<file path="config.mk">
export PLATFORM = sky130hd
export DESIGN_NAME = change_dispenser
export DESIGN_NICKNAME = d
export VERILOG_FILES = /design/src/rtl/change_dispenser.sv
export SDC_FILE = /design/constraint.sdc
export NUM_CORES = 1
export LEC_CHECK = 0
export ABC_CLOCK_PERIOD_IN_PS = 6100
export CAP_MARGIN = 20
export CORE_MARGIN = 8
export CORE_UTILIZATION = 59
export DETAILED_ROUTE_END_ITERATION = 6
export PLACE_DENSITY_LB_ADDON = 0.1
export SYNTH_ARGS = -nofsm -noshare
export SYNTH_HDL_FRONTEND = slang
export SYNTH_SLANG_ARGS = --single-unit
</file>
<file path="constraint.sdc">
create_clock -name clk -period 6.1 [get_ports clk]
set_input_delay 1.22 -clock clk [delete_from_list [all_inputs] [get_ports clk]]
set_output_delay 1.22 -clock clk [all_outputs]
set_load 0.05 [all_outputs]
</file>
<file path="src/rtl/change_dispenser.sv">
// change_dispenser: pays out change from three coin tubes ($5, $2, $1).
// Coins are picked greedily, one solenoid pulse at a time, with a fixed
// on-time and gap after each pulse. Any amount that cannot be paid is
// reported on short_change.
// Optional build macro: CHANGE_AUDIT_EN adds the audit_total output, a
// saturating running total of dollars dispensed since reset.
module change_dispenser #(
  parameter int TUBE_DEPTH   = 15,
  parameter int PULSE_CYCLES = 4,
  parameter int GAP_CYCLES   = 2
) (
  input  logic        clk,
  input  logic        rst,
  input  logic        start,
  input  logic [7:0]  amount,
  input  logic        refill,
  output logic [2:0]  coin_out,
  output logic        busy,
  output logic        done,
  output logic [7:0]  short_change,
  output logic [3:0]  tube5_cnt,
  output logic [3:0]  tube2_cnt,
  output logic [3:0]  tube1_cnt,
  output logic        low_change
`ifdef CHANGE_AUDIT_EN
  ,
  output logic [15:0] audit_total
`endif
);

  typedef enum logic [2:0] {
    S_IDLE,
    S_SELECT,
    S_PULSE,
    S_GAP,
    S_DONE
  } state_t;

  localparam logic [3:0]  DEPTH     = 4'(TUBE_DEPTH);
  localparam logic [15:0] PULSE_END = 16'(PULSE_CYCLES - 1);
  localparam logic [15:0] GAP_END   = 16'(GAP_CYCLES - 1);

  state_t      state_reg, state_next;
  logic [7:0]  rem_reg, rem_next;
  logic [2:0]  sel_reg, sel_next;
  logic [15:0] timer_reg, timer_next;
  logic [7:0]  short_reg, short_next;

  // Tube counts indexed by coin_out bit: [2]=$5, [1]=$2, [0]=$1
  logic [3:0]  cnt_reg  [3];
  logic [3:0]  cnt_next [3];

  logic [2:0]  avail;      // tube non-empty and coin fits the remainder
  logic [2:0]  low;        // tube below two coins
  logic [2:0]  take;       // one-hot coin removed from its tube this cycle
  logic [2:0]  pick;       // greedy choice among available coins
  logic [7:0]  pick_val;   // dollar value of pick
  logic        refill_go;

  // Per-tube availability, low flag and next count
  genvar gi;
  generate
    for (gi = 0; gi < 3; gi++) begin : g_tube
      localparam logic [7:0] COIN_VAL = (gi == 2) ? 8'd5 : ((gi == 1) ? 8'd2 : 8'd1);
      assign avail[gi]    = (cnt_reg[gi] != 4'd0) && (rem_reg >= COIN_VAL);
      assign low[gi]      = (cnt_reg[gi] < 4'd2);
      assign cnt_next[gi] = refill_go ? DEPTH
                          : (take[gi] ? (cnt_reg[gi] - 4'd1) : cnt_reg[gi]);
    end
  endgenerate

  // State, remainder, selection, timer, shortfall and tube count registers
  always_ff @(posedge clk) begin
    if (rst) begin
      state_reg <= S_IDLE;
      rem_reg   <= 8'd0;
      sel_reg   <= 3'b000;
      timer_reg <= 16'd0;
      short_reg <= 8'd0;
      for (int i = 0; i < 3; i++) cnt_reg[i] <= DEPTH;
    end else begin
      state_reg <= state_next;
      rem_reg   <= rem_next;
      sel_reg   <= sel_next;
      timer_reg <= timer_next;
      short_reg <= short_next;
      for (int i = 0; i < 3; i++) cnt_reg[i] <= cnt_next[i];
    end
  end

  // Next-state logic and FSM outputs
  always_comb begin
    state_next = state_reg;
    rem_next   = rem_reg;
    sel_next   = sel_reg;
    timer_next = timer_reg;
    short_next = short_reg;
    take       = 3'b000;
    refill_go  = 1'b0;
    pick       = 3'b000;
    pick_val   = 8'd0;
    coin_out   = 3'b000;
    busy       = (state_reg != S_IDLE);
    done       = 1'b0;

    // Greedy priority: largest coin that fits and is in stock
    if (avail[2]) begin
      pick     = 3'b100;
      pick_val = 8'd5;
    end else if (avail[1]) begin
      pick     = 3'b010;
      pick_val = 8'd2;
    end else if (avail[0]) begin
      pick     = 3'b001;
      pick_val = 8'd1;
    end

    case (state_reg)
      S_IDLE: begin
        refill_go = refill;
        if (start) begin
          rem_next   = amount;
          short_next = 8'd0;
          state_next = S_SELECT;
        end
      end
      S_SELECT: begin
        if (pick != 3'b000) begin
          take       = pick;
          rem_next   = rem_reg - pick_val;
          sel_next   = pick;
          timer_next = 16'd0;
          state_next = S_PULSE;
        end else begin
          // Nothing fits (or nothing left to pay): report the remainder
          short_next = rem_reg;
          state_next = S_DONE;
        end
      end
      S_PULSE: begin
        coin_out = sel_reg;
        if (timer_reg == PULSE_END) begin
          timer_next = 16'd0;
          state_next = S_GAP;
        end else begin
          timer_next = timer_reg + 16'd1;
        end
      end
      S_GAP: begin
        if (timer_reg == GAP_END) begin
          timer_next = 16'd0;
          state_next = S_SELECT;
        end else begin
          timer_next = timer_reg + 16'd1;
        end
      end
      S_DONE: begin
        done       = 1'b1;
        state_next = S_IDLE;
      end
      default: state_next = S_IDLE;
    endcase
  end

  assign short_change = short_reg;
  assign tube5_cnt    = cnt_reg[2];
  assign tube2_cnt    = cnt_reg[1];
  assign tube1_cnt    = cnt_reg[0];
  assign low_change   = |low;

`ifdef CHANGE_AUDIT_EN
  logic [15:0] audit_reg;
  logic [16:0] audit_sum;

  assign audit_sum = {1'b0, audit_reg} + {9'd0, pick_val};

  // Saturating running total of dollars dispensed; only reset clears it
  always_ff @(posedge clk) begin
    if (rst) begin
      audit_reg <= 16'd0;
    end else if (take != 3'b000) begin
      audit_reg <= audit_sum[16] ? 16'hFFFF : audit_sum[15:0];
    end
  end

  assign audit_total = audit_reg;
`endif

endmodule
</file>
# Word level (Yosys, flattened, before mapping)

Memory sizes are Yosys's and may differ from the RTL's.
Cells that the tools add are included.

$add $sub $neg: 5
Magnitude comparators: 6
Equality and inequality tests: 11
Mux-type cells: 38
Bitwise operators: 3
Reductions and logical operators: 17

Operator list:

| cell                                                                                | number |
|---|---|
| 16-bit 2-to-1 mux                                                                   | 3 |
| 16-bit case mux with 3 select lines                                                 | 1 |
| 4-bit 2-to-1 mux                                                                    | 9 |
| 8-bit 2-to-1 mux                                                                    | 4 |
| 8-bit case mux with 2 select lines                                                  | 2 |
| 3-bit 2-to-1 mux                                                                    | 9 |
| 16-bit by 1-bit adder with 16-bit output, second input constant                     | 1 |
| 16-bit by 1-bit equality test with 1-bit output, second input constant              | 1 |
| 16-bit by 2-bit equality test with 1-bit output, second input constant              | 1 |
| 4-bit by 2-bit < comparator with 1-bit output, second input constant                | 3 |
| 3-bit case mux with 4 select lines                                                  | 1 |
| 4-bit nonzero test                                                                  | 3 |
| 4-bit by 1-bit subtractor with 4-bit output, second input constant                  | 3 |
| 2-bit inequality test, second input constant                                        | 5 |
| 3-bit AND reduction                                                                 | 3 |
| 3-bit nonzero test                                                                  | 3 |
| 8-bit by 1-bit greater-or-equal comparator with 1-bit output, second input constant | 1 |
| 8-bit by 2-bit greater-or-equal comparator with 1-bit output, second input constant | 1 |
| 8-bit by 3-bit greater-or-equal comparator with 1-bit output, second input constant | 1 |
| 8-bit subtractor                                                                    | 1 |
| 1-bit 2-to-1 mux                                                                    | 7 |
| 3-bit by 2-bit equality test with 1-bit output, second input constant               | 2 |
| 2-bit 2-to-1 mux                                                                    | 2 |
| 2-bit AND reduction                                                                 | 2 |
| other kinds (7)                                                                     | 11 |

Flip-flop bits (word level): 38
Bits in writable memories: 12
Logic and storage cells: 86
Memories kept: 1

Memory list:

| memory  | depth | width | read ports | clocked after memory_dff | write ports | line | text |
|---|---|---|---|---|---|---|---|
| cnt_reg | 3     | 4     | 3          | 0                        | 3           | 50   | `logic [3:0] cnt_reg [3];` |

# Longest topological paths before layout

Gate-level depths: netlist of run 1.
An unclocked memory read counts as a cell.

Word-level depth: 12
Gate-level depth with buffers: 14
Gate-level depth less buffers: 14

# Worst setup path after synthesis of run 1

Ideal clock, no wire load.

Kind: reg2reg
Start: memory cnt_reg[2][0] (netlist: cnt_reg[0][8])
End: register rem_reg[6]
Data arrival time: 3.529 ns
Required time: 6.014 ns
Path slack: 2.485 ns
Stages on the path, launching flop included: 15
Path through: dfxtp_1 -> inv_1 -> ha_1 -> nor3b_1 -> a31oi_4 -> clkinv_2 -> nand2_1 -> ha_1 -> inv_1 -> fa_1 -> a211o_1 -> or4_2 -> a31oi_1 -> nor2_1 -> a221oi_2

RTL lines:

| element              | line | text |
|---|---|---|
| from (decl)          | 50   |  |
| to (signal assigned) | 83   | `rem_reg <= rem_next;` |
| to (decl)            | 44   | `logic [7:0] rem_reg, rem_next;` |

==> flow_summary.json, run 1 <==
{
  "cp-end-kind": "flip-flop",
  "status": "finished, final reports clean",
  "cts.clk_slew.worst_paths_ns": 0.09,
  "tightest_slew_ns": 1.04,
  "grt_pass1_vias": 2361,
  "drt_iter0_drc": 164,
  "crit_chain": "inv_1 > ha_1 > nor3b_1 > a21boi_1 > o21ai_0 > nand2_1 > ha_1 > inv_1 > fa_1 > a211o_1 > or4_2 > a31oi_1 > nor2_1 > a221oi_2",
  "postCtsSetupRepairBufs": 0,
  "drc": 0,
  "whs_endpoint": "sel_reg[1]$_SDFFE_PP0P_",
  "grt_pass1_wl_um": 10900,
  "chipWidth_um": 85.0,
  "synth.most_common_cell": "dfxtp_1",
  "post_dp_cell_area_um2": 3190,
  "fin_crit_sh_pct": 60.0,
  "globalplace.congestion": 0.868,
  "critPathKind": "reg2reg",
  "clockBufferDepth": 2,
  "rr_startpoint": "cnt_reg[0][4]$_SDFFE_PP1P_",
  "hold_path_class": "reg2reg",
  "vias": 2505,
  "clock_latency_ns": 0.30,
  "grt_overflow": 0,
  "synth_flop_cell": "dfxtp_1",
  "die_h_um": 85.0,
  "cpPeakStageDelay_ns": 0.54,
  "required_ns": 6.31,
  "cp_slowest_cell": "or4_2",
  "synth_seq_cells": 50,
  "grt_max_degree": 19,
  "critPathArrivalTime_ns": 3.87,
  "diodes": 0,
  "tns_ns": 0,
  "core_area_um2": 4660,
  "pin_count": 38,
  "synth_largest_area_cell": "dfxtp_1",
  "stdcell_area_um2": 3280,
  "p_total_uw": 1210,
  "p_per_area_nw_per_um2": 369,
  "hold_buffers": 0,
  "cp_max_fo": 5,
  "min_from": "sel_reg[1]$_SDFFE_PP0P_",
  "num-fill-cells": 388,
  "setup_viol": 0,
  "max_freq_mhz": 273,
  "leakagePower_uw": 0.00120,
  "cts_root_buf": "clkbuf_8",
  "drtPass1Iterations": 4,
  "start_util_pct": 60.3,
  "cts_max_level": 2,
  "largest_register_ffs": 16,
  "postSynthCellCount": 321,
  "synthesis.area_um2": 2810,
  "ant_nets": 0,
  "synth_nets": 343,
  "synth_area_per_cell_um2": 8.76,
  "io_buffers": 37,
  "period_minus_slack_ns": 3.66,
  "die_area_um2": 7230,
  "ys_types": 62,
  "reg2reg_slack_ns": 2.44,
  "reg2regPathDepth": 14,
  "ctsResizeCount": 0,
  "vias_per_cell": 6.12,
  "grt_antenna_before_repair": 0,
  "yosysTopAreaCellShare_pct": 35.6,
  "max_slew_margin_pct": 30.6,
  "hold_depth": 2,
  "async_reset_ff_share_pct": 0,
  "finClkSkew_ns": 0.00428,
  "hold_viol": 0,
  "drive_above_1_share_pct": 8.45,
  "tritoncts": "yes",
  "synthTopCellsByArea": "dfxtp_1 36%, ha_1 4.0%, nand2_1 3.6%",
  "wl_per_cell_um": 15.8,
  "irDropWorstVdd_uv": 241,
  "cts.sinks": 50,
  "rows": 25,
  "cts_buffers": 5,
  "area_growth_syn_to_layout_pct": 16.5,
  "dp_hpwl_um": 4770,
  "grt_setup_unrepaired": "false",
  "routed_wirelength_um": 6460,
  "slew_viol_final": 0,
  "synth_edf_count": 0,
  "synth_commonest_cells": "50 x dfxtp_1, 27 x nand2_1, 20 x inv_1",
  "grt.total_usage_pct": 18.1,
  "ys_warn_count": 0,
  "maxCapViolCount": 0,
  "reg2reg_to": "rem_reg[6]$_SDFFE_PP0P_",
  "fin_nets": 377,
  "synth-seq-area-share_pct": 35.6,
  "start_kind": "flip-flop"
}
## worst max path at each step
| stage | from | cells past startpoint | endpoint | slack [ns] |
|---|---|---|---|---|
| 2_1_floorplan | cnt_reg[0][8]$_SDFFE_PP1P_ | 14 | rem_reg[6]$_SDFFE_PP0P_ | 2.48 |
| 3_3_place_gp | rst | 5 | timer_reg[1]$_SDFFE_PP0P_ | 2.60 |
| 3_5_place_dp | cnt_reg[0][4]$_SDFFE_PP1P_ | 14 | rem_reg[6]$_SDFFE_PP0P_ | 2.49 |
| 4_1_cts | cnt_reg[0][4]$_SDFFE_PP1P_ | 14 | rem_reg[6]$_SDFFE_PP0P_ | 2.48 |
| 5_1_grt | cnt_reg[0][4]$_SDFFE_PP1P_ | 14 | rem_reg[6]$_SDFFE_PP0P_ | 2.17 |
| 6_report | cnt_reg[0][4]$_SDFFE_PP1P_ | 14 | rem_reg[6]$_SDFFE_PP0P_ | 2.44 |
## layout make-up
type,count,area (µm²),area share (%)
clock buffers,5,68.8,2.10
clock inverters,2,10.0,0.306
inverters,22,83.8,2.56
multi-input cells,237,1660,50.6
flip-flops and latches,50,1000,30.6
well taps,54,67.6,2.06
repair buffers,39,385,11.8
## layer usage
layer | up-vias | wire length (µm) | GRT usage [%]
met3 | 8 | 191 | 3.86
met4 | 0 | 78 | 5.02
met2 | 43 | 3230 | 31.4
met1 | 1186 | 2960 | 21.7
li1 | 1268 | - | -
met5 | - | 0 | 0
## where the power goes
group          internal (µW)  switching, µW
Clock                   77.2            107
Sequential               366           66.4
Combinational            222            372
Total                    666            545
## cells by family after synthesis
group	after synthesis	share of synthesized area, %
xor gates and xnor gates	9	2.80
buffers and inverters	34	5.38
AOI/OAI and AO/OA	97	26.7
muxes	3	1.11
and+or+nand+nor	118	23.7
DFF	50	35.6
adders and majority gates	10	4.72
## placed cells by master, fill, tap and decap left out, types with 4 or more instances in the layout
cell type        Yosys  final
a22o_1               8      8
clkbuf_8             0      5
nor4_1               5      5
nand3_1             17     17
nand2b_1             4      4
and2_1               6      6
nand4_1              4      4
nor3_1              12     12
nand2_1             27     27
nand3b_1             4      4
a31oi_1             15     15
clkdlybuf4s50_1      0     37
dfxtp_1             50     50
xnor2_1              6      6
inv_1               20     20
o211ai_1             9      9
a21oi_1             18     18
o31ai_1              7      7
nor2_1              15     15
ha_1                 9      9
nor3b_1              4      4
o22ai_1              4      4
o21ai_0             10     10
## worst max-delay path, delay by kind of cell (launching register included)
kind / cells / cell delay [ns]
AO/OA/AOI/OAI: 5 / 1.19
AND/OR/NAND/NOR: 4 / 1.17
adder cells (fa/ha/maj): 3 / 0.71
flip-flops: 1 / 0.33
buffers and inverters: 2 / 0.16
## through the flow
step | worst slack [ns] | utilization, % | cells | hold slack, ns
final | 2.44 | 70.3 | 409 | 0.476
after global routing | 2.17 | 70.3 | 409 | 0.487
after CTS | 2.48 | 70.1 | 408 | 0.479
after detailed placement | 2.49 | 68.4 | 401 | 0.460
after global placement | 2.60 | 68.4 | 401 | 0.452
after floorplan | 2.48 | - | 321 | 0.443
Power figures use the tool's default switching activity.
==> run 2: changes to the inputs <==
- ABC_CLOCK_PERIOD_IN_PS: 6100 -> 3200
- CORE_UTILIZATION: 59 -> 50
- clock period: 6.1 -> 3.2 ns (I/O delays scaled with it)
==> flow_summary.json, run 2 (synthesized netlist as in run 1, its figures left out) <==
{
  "vias_per_cell": 5.74,
  "rows": 27,
  "wl_per_cell_um": 15.9,
  "reg2reg_to": "rem_reg[6]$_SDFFE_PP0P_",
  "grt_pass1_vias": 2398,
  "cp_max_fo": 4,
  "num-fill-cells": 500,
  "finClkSkew_ns": 0.00985,
  "drt_iter0_drc": 114,
  "hold_viol": 0,
  "cp-end-kind": "flip-flop",
  "drc": 0,
  "reg2regPathDepth": 14,
  "start_util_pct": 51.4,
  "status": "finished, final reports clean",
  "critPathArrivalTime_ns": 3.22,
  "drtPass1Iterations": 5,
  "fin_crit_sh_pct": 93.6,
  "required_ns": 3.43,
  "place_inst": 436,
  "clockBufferDepth": 2,
  "grt_pass1_wl_um": 11600,
  "hold_path_class": "reg2reg",
  "largest_register_ffs": 16,
  "p_per_area_nw_per_um2": 745,
  "cts_max_level": 2,
  "reg2reg_slack_ns": 0.21,
  "post_dp_cell_area_um2": 3380,
  "pin_count": 38,
  "rr_startpoint": "cnt_reg[0][5]$_SDFFE_PP1P_",
  "area_growth_syn_to_layout_pct": 26.1,
  "fin_nets": 402,
  "io_buffers": 37,
  "startpoint": "cnt_reg[0][5]$_SDFFE_PP1P_",
  "chipWidth_um": 91.0,
  "routed_wirelength_um": 7180,
  "grt.total_usage_pct": 16.7,
  "setup_ws_ns": 0.206,
  "tns_ns": 0,
  "ant_nets": 0,
  "cts_root_buf": "clkbuf_8",
  "cts.sinks": 50,
  "drive_above_1_share_pct": 17.9,
  "grt_antenna_before_repair": 0,
  "dp_hpwl_um": 5280,
  "diodes": 0,
  "grt_max_degree": 18,
  "max_slew_margin_pct": 41.2,
  "period_minus_slack_ns": 2.99,
  "maxCapViolCount": 0,
  "grt_setup_unrepaired": "false",
  "regArea_um2": 1010,
  "die_area_um2": 8280,
  "vias": 2596,
  "crit_end": "rem_reg[6]$_SDFFE_PP0P_",
  "cts_buffers": 5,
  "grt_overflow": 0,
  "start_kind": "flip-flop",
  "cts.clk_slew.worst_paths_ns": 0.09,
  "clock_latency_ns": 0.31,
  "tritoncts": "yes",
  "max_freq_mhz": 334,
  "pre_cts_ws_ns": 0.0349,
  "layout_commonest_cell": "dfxtp_1",
  "slew_viol_final": 0,
  "core_area_um2": 5470,
  "tightest_slew_ns": 0.874,
  "die_h_um": 91.0,
  "multi_input_area_um2": 1700,
  "globalplace.congestion": 0.944,
  "stdcell_area_um2": 3550,
  "setup_viol": 0,
  "irDropWorstVdd_uv": 504,
  "final_cell_mix": "46 x dfxtp_1, 37 x clkdlybuf4s50_1, 27 x nand2_1, 27 x buf_4, 18 x a21oi_1",
  "fin_cells": 452,
  "leakagePower_uw": 0.00135,
  "critPathKind": "reg2reg"
}
[run 2: cell types whose count changed in the layout (fill, tap and decap cells not counted), moves of 3 or more]
cell,before,now
buf_4,2,27
dfxtp_1,50,46
inv_1,20,16
inv_2,0,4
clkinv_2,3,0
dfxtp_4,0,3
[run 2: per-stage QoR]
step	utilization [%]	hold WS, ns	power [µW]
after global routing	64.8	0.503	2800
after global placement	61.8	0.454	2140
after detailed placement	61.8	0.454	2140
after CTS	63.4	0.470	2520
after floorplan	-	0.443	1740
final	64.8	0.471	2640
[run 2: what timing repair did]
item / 4_1_cts / 5_1_grt
endpoints found under the hold margin: 0 / 0
hold buffers: 0 / 0
gates resized for setup: 0 / 8
buffers inserted: 0 / 9
endpoints found under the setup margin: 0 / 2
[run 2: worst min-delay path by stage]
stage | start | end | slack, ns | depth (start not counted)
2_1_floorplan | sel_reg[0]$_SDFFE_PP0P_ | sel_reg[0]$_SDFFE_PP0P_ | 0.44 | 2
4_1_cts | sel_reg[1]$_SDFFE_PP0P_ | sel_reg[1]$_SDFFE_PP0P_ | 0.47 | 2
6_report | sel_reg[1]$_SDFFE_PP0P_ | sel_reg[1]$_SDFFE_PP0P_ | 0.47 | 2
5_1_grt | sel_reg[2]$_SDFFE_PP0P_ | sel_reg[2]$_SDFFE_PP0P_ | 0.50 | 2
3_5_place_dp | sel_reg[0]$_SDFFE_PP0P_ | sel_reg[0]$_SDFFE_PP0P_ | 0.45 | 2
3_3_place_gp | sel_reg[1]$_SDFFE_PP0P_ | sel_reg[1]$_SDFFE_PP0P_ | 0.45 | 2
[run 2: area by class of cell]
class | count | share of cell area, %
multi-input cells | 237 | 47.8
well taps | 72 | 2.54
repair buffers | 64 | 16.2
inverters | 22 | 2.47
clock buffers | 7 | 2.43
flip-flops and latches | 50 | 28.6
[run 2: report_power, final]
part	internal (µW)	leakage (µW)	total (µW)	switching (µW)
Combinational	642	0.000904	1460	813
Sequential	702	0.000405	807	105
Clock	172	0.0000443	380	208
[run 2: critical path, stage by stage, from the launching register on]
cell	delay, ns
dfxtp_4	0.36
inv_2	0.05
ha_1	0.13
nor3b_4	0.25
a21boi_2	0.23
o21ai_1	0.09
nand2_1	0.07
ha_2	0.18
inv_2	0.04
fa_2	0.35
a211o_1	0.28
or4_4	0.41
a31oi_1	0.17
nor2_1	0.07
a221oi_2	0.23
[run 2: layer usage]
| metal | vias to the layer above | global-route usage [%] | routed length [µm] |
|---|---|---|---|
| met3 | 8 | 3.95 | 319 |
| met5 | - | 0 | 0 |
| li1 | 1324 | - | - |
| met1 | 1205 | 21.8 | 3440 |
| met2 | 59 | 26.4 | 3330 |
| met4 | 0 | 5.32 | 91 |
==> run 3: changes to the inputs <==
- CORE_MARGIN: 8 -> unset
==> flow_summary.json, run 3 (synthesized netlist as in run 1, its figures left out) <==
{
  "drt_iter0_drc": 133,
  "cpLargestDelayFamily": "compound AO/OA/AOI/OAI gates",
  "pin_count": 38,
  "rows": 26,
  "globalplace.congestion": 0.835,
  "stdcell_area_um2": 3540,
  "drtPass1Iterations": 5,
  "cts_buffers": 5,
  "clock_latency_ns": 0.30,
  "startpoint": "cnt_reg[0][5]$_SDFFE_PP1P_",
  "grt_antenna_before_repair": 0,
  "reg2regPathDepth": 14,
  "cp-end-kind": "flip-flop",
  "largest_register_ffs": 16,
  "crit_chain": "inv_2 > ha_2 > nor3b_4 > a21boi_2 > o21ai_1 > nand2_1 > ha_2 > inv_2 > fa_2 > a211o_1 > or4_4 > a31oi_1 > nor2_1 > a221oi_2",
  "critPathArrivalTime_ns": 3.30,
  "worst-path-buf-inv": 2,
  "tightest_slew_ns": 0.739,
  "core_area_um2": 5270,
  "hold_path_class": "reg2reg",
  "rr_startpoint": "cnt_reg[0][5]$_SDFFE_PP1P_",
  "hold_viol": 0,
  "drive_above_1_share_pct": 16.9,
  "cts.sinks": 50,
  "status": "finished, final reports clean",
  "final_util_pct": 67.1,
  "drc": 0,
  "cts_root_buf": "clkbuf_8",
  "vias_per_cell": 5.89,
  "required_ns": 3.43,
  "p_per_area_nw_per_um2": 767,
  "setup_ws_ns": 0.127,
  "pre_cts_ws_ns": 0.0426,
  "p_total_uw": 2710,
  "cp_max_fo": 5,
  "ant_nets": 0,
  "fin_nets": 394,
  "final_cell_mix": "46 x dfxtp_1, 37 x clkdlybuf4s50_1, 27 x nand2_1",
  "layout_commonest_cell": "dfxtp_1",
  "grt.total_usage_pct": 24.0,
  "irDropWorstVdd_uv": 563,
  "max_freq_mhz": 325,
  "start_util_pct": 53.3,
  "setup_viol": 0,
  "cts.clk_slew.worst_paths_ns": 0.09,
  "cp_slowest_cell": "or4_4",
  "grt_pass1_vias": 2432,
  "post_dp_cell_area_um2": 3370,
  "vias": 2610,
  "area_growth_syn_to_layout_pct": 25.8,
  "grt_pass1_wl_um": 11500,
  "cp.depth": 14,
  "reg2reg_slack_ns": 0.13,
  "finClkSkew_ns": 0.00472,
  "maxCapViolCount": 0,
  "fin_crit_sh_pct": 96.0,
  "diodes": 0,
  "critPathKind": "reg2reg",
  "dp_hpwl_um": 4940,
  "period_minus_slack_ns": 3.07,
  "reg2reg_to": "rem_reg[6]$_SDFFE_PP0P_",
  "routed_wirelength_um": 6940,
  "num-fill-cells": 462,
  "crit_end": "rem_reg[6]$_SDFFE_PP0P_",
  "hold_buffers": 0,
  "cpPeakStageDelay_ns": 0.41,
  "die_area_um2": 5930,
  "max_slew_margin_pct": 50.3,
  "slew_viol_final": 0,
  "cts_max_level": 2,
  "wl_per_cell_um": 15.7,
  "io_buffers": 37,
  "grt_max_degree": 27,
  "clockBufferDepth": 2,
  "leakagePower_uw": 0.00134,
  "start_kind": "flip-flop",
  "grt_overflow": 0,
  "chipWidth_um": 77.0,
  "die_h_um": 77.0,
  "tritoncts": "yes"
}
## run 3: metal layers
metal / vias to the layer above / GRT usage, % / part of all wire (%)
met5: - / 0 / 0
met4: 0 / 7.74 / 1.2
met3: 7 / 4.05 / 4.2
met2: 65 / 39.6 / 49
met1: 1236 / 31.9 / 46
li1: 1302 / - / -
## run 3: where the power goes
group          switching (µW)  internal (µW)
Combinational             821            567
Sequential                101            702
Clock                     220            302
Total                    1140           1570
## run 3: timing repair
| item | 4_1_cts | 5_1_grt |
|---|---|---|
| resized for setup | 0 | 8 |
| endpoints found under the setup margin | 0 | 1 |
| buffers inserted | 0 | 3 |
## run 3: how the worst min path moves through the flow
stage                       startpoint                 endpoint  slack (ns)  cells past startpoint
2_1_floorplan  sel_reg[0]$_SDFFE_PP0P_  sel_reg[0]$_SDFFE_PP0P_        0.44                      2
3_3_place_gp   sel_reg[0]$_SDFFE_PP0P_  sel_reg[0]$_SDFFE_PP0P_        0.45                      2
3_5_place_dp   sel_reg[1]$_SDFFE_PP0P_  sel_reg[1]$_SDFFE_PP0P_        0.46                      2
4_1_cts        sel_reg[1]$_SDFFE_PP0P_  sel_reg[1]$_SDFFE_PP0P_        0.47                      2
5_1_grt        sel_reg[0]$_SDFFE_PP0P_  sel_reg[0]$_SDFFE_PP0P_        0.49                      2
6_report       sel_reg[0]$_SDFFE_PP0P_  sel_reg[0]$_SDFFE_PP0P_        0.47                      2
## run 3: worst min-delay path: cells and delay by family, from the launching register on
kind            cells  cell delay [ns]
simple gates        1             0.06
flops               1             0.32
compound gates      1             0.06
## run 3: through the flow
step | hold slack (ns) | TNS, ns | std cells
after floorplan | 0.443 | 0 | 321
after global placement | 0.453 | 0 | 432
after detailed placement | 0.458 | 0 | 432
after CTS | 0.472 | 0 | 440
after global routing | 0.495 | -0.0149 | 443
final | 0.472 | 0 | 443
## run 3: area by class of cell
cell class | instances | area (µm²) | area share, %
clock buffer | 7 | 108 | 3.04
inverter | 22 | 87.6 | 2.48
tap | 70 | 87.6 | 2.48
sequential | 50 | 1010 | 28.7
timing repair buffer | 56 | 513 | 14.5
multi-input combinational | 237 | 1700 | 48.0
clock inverter | 1 | 30.0 | 0.849
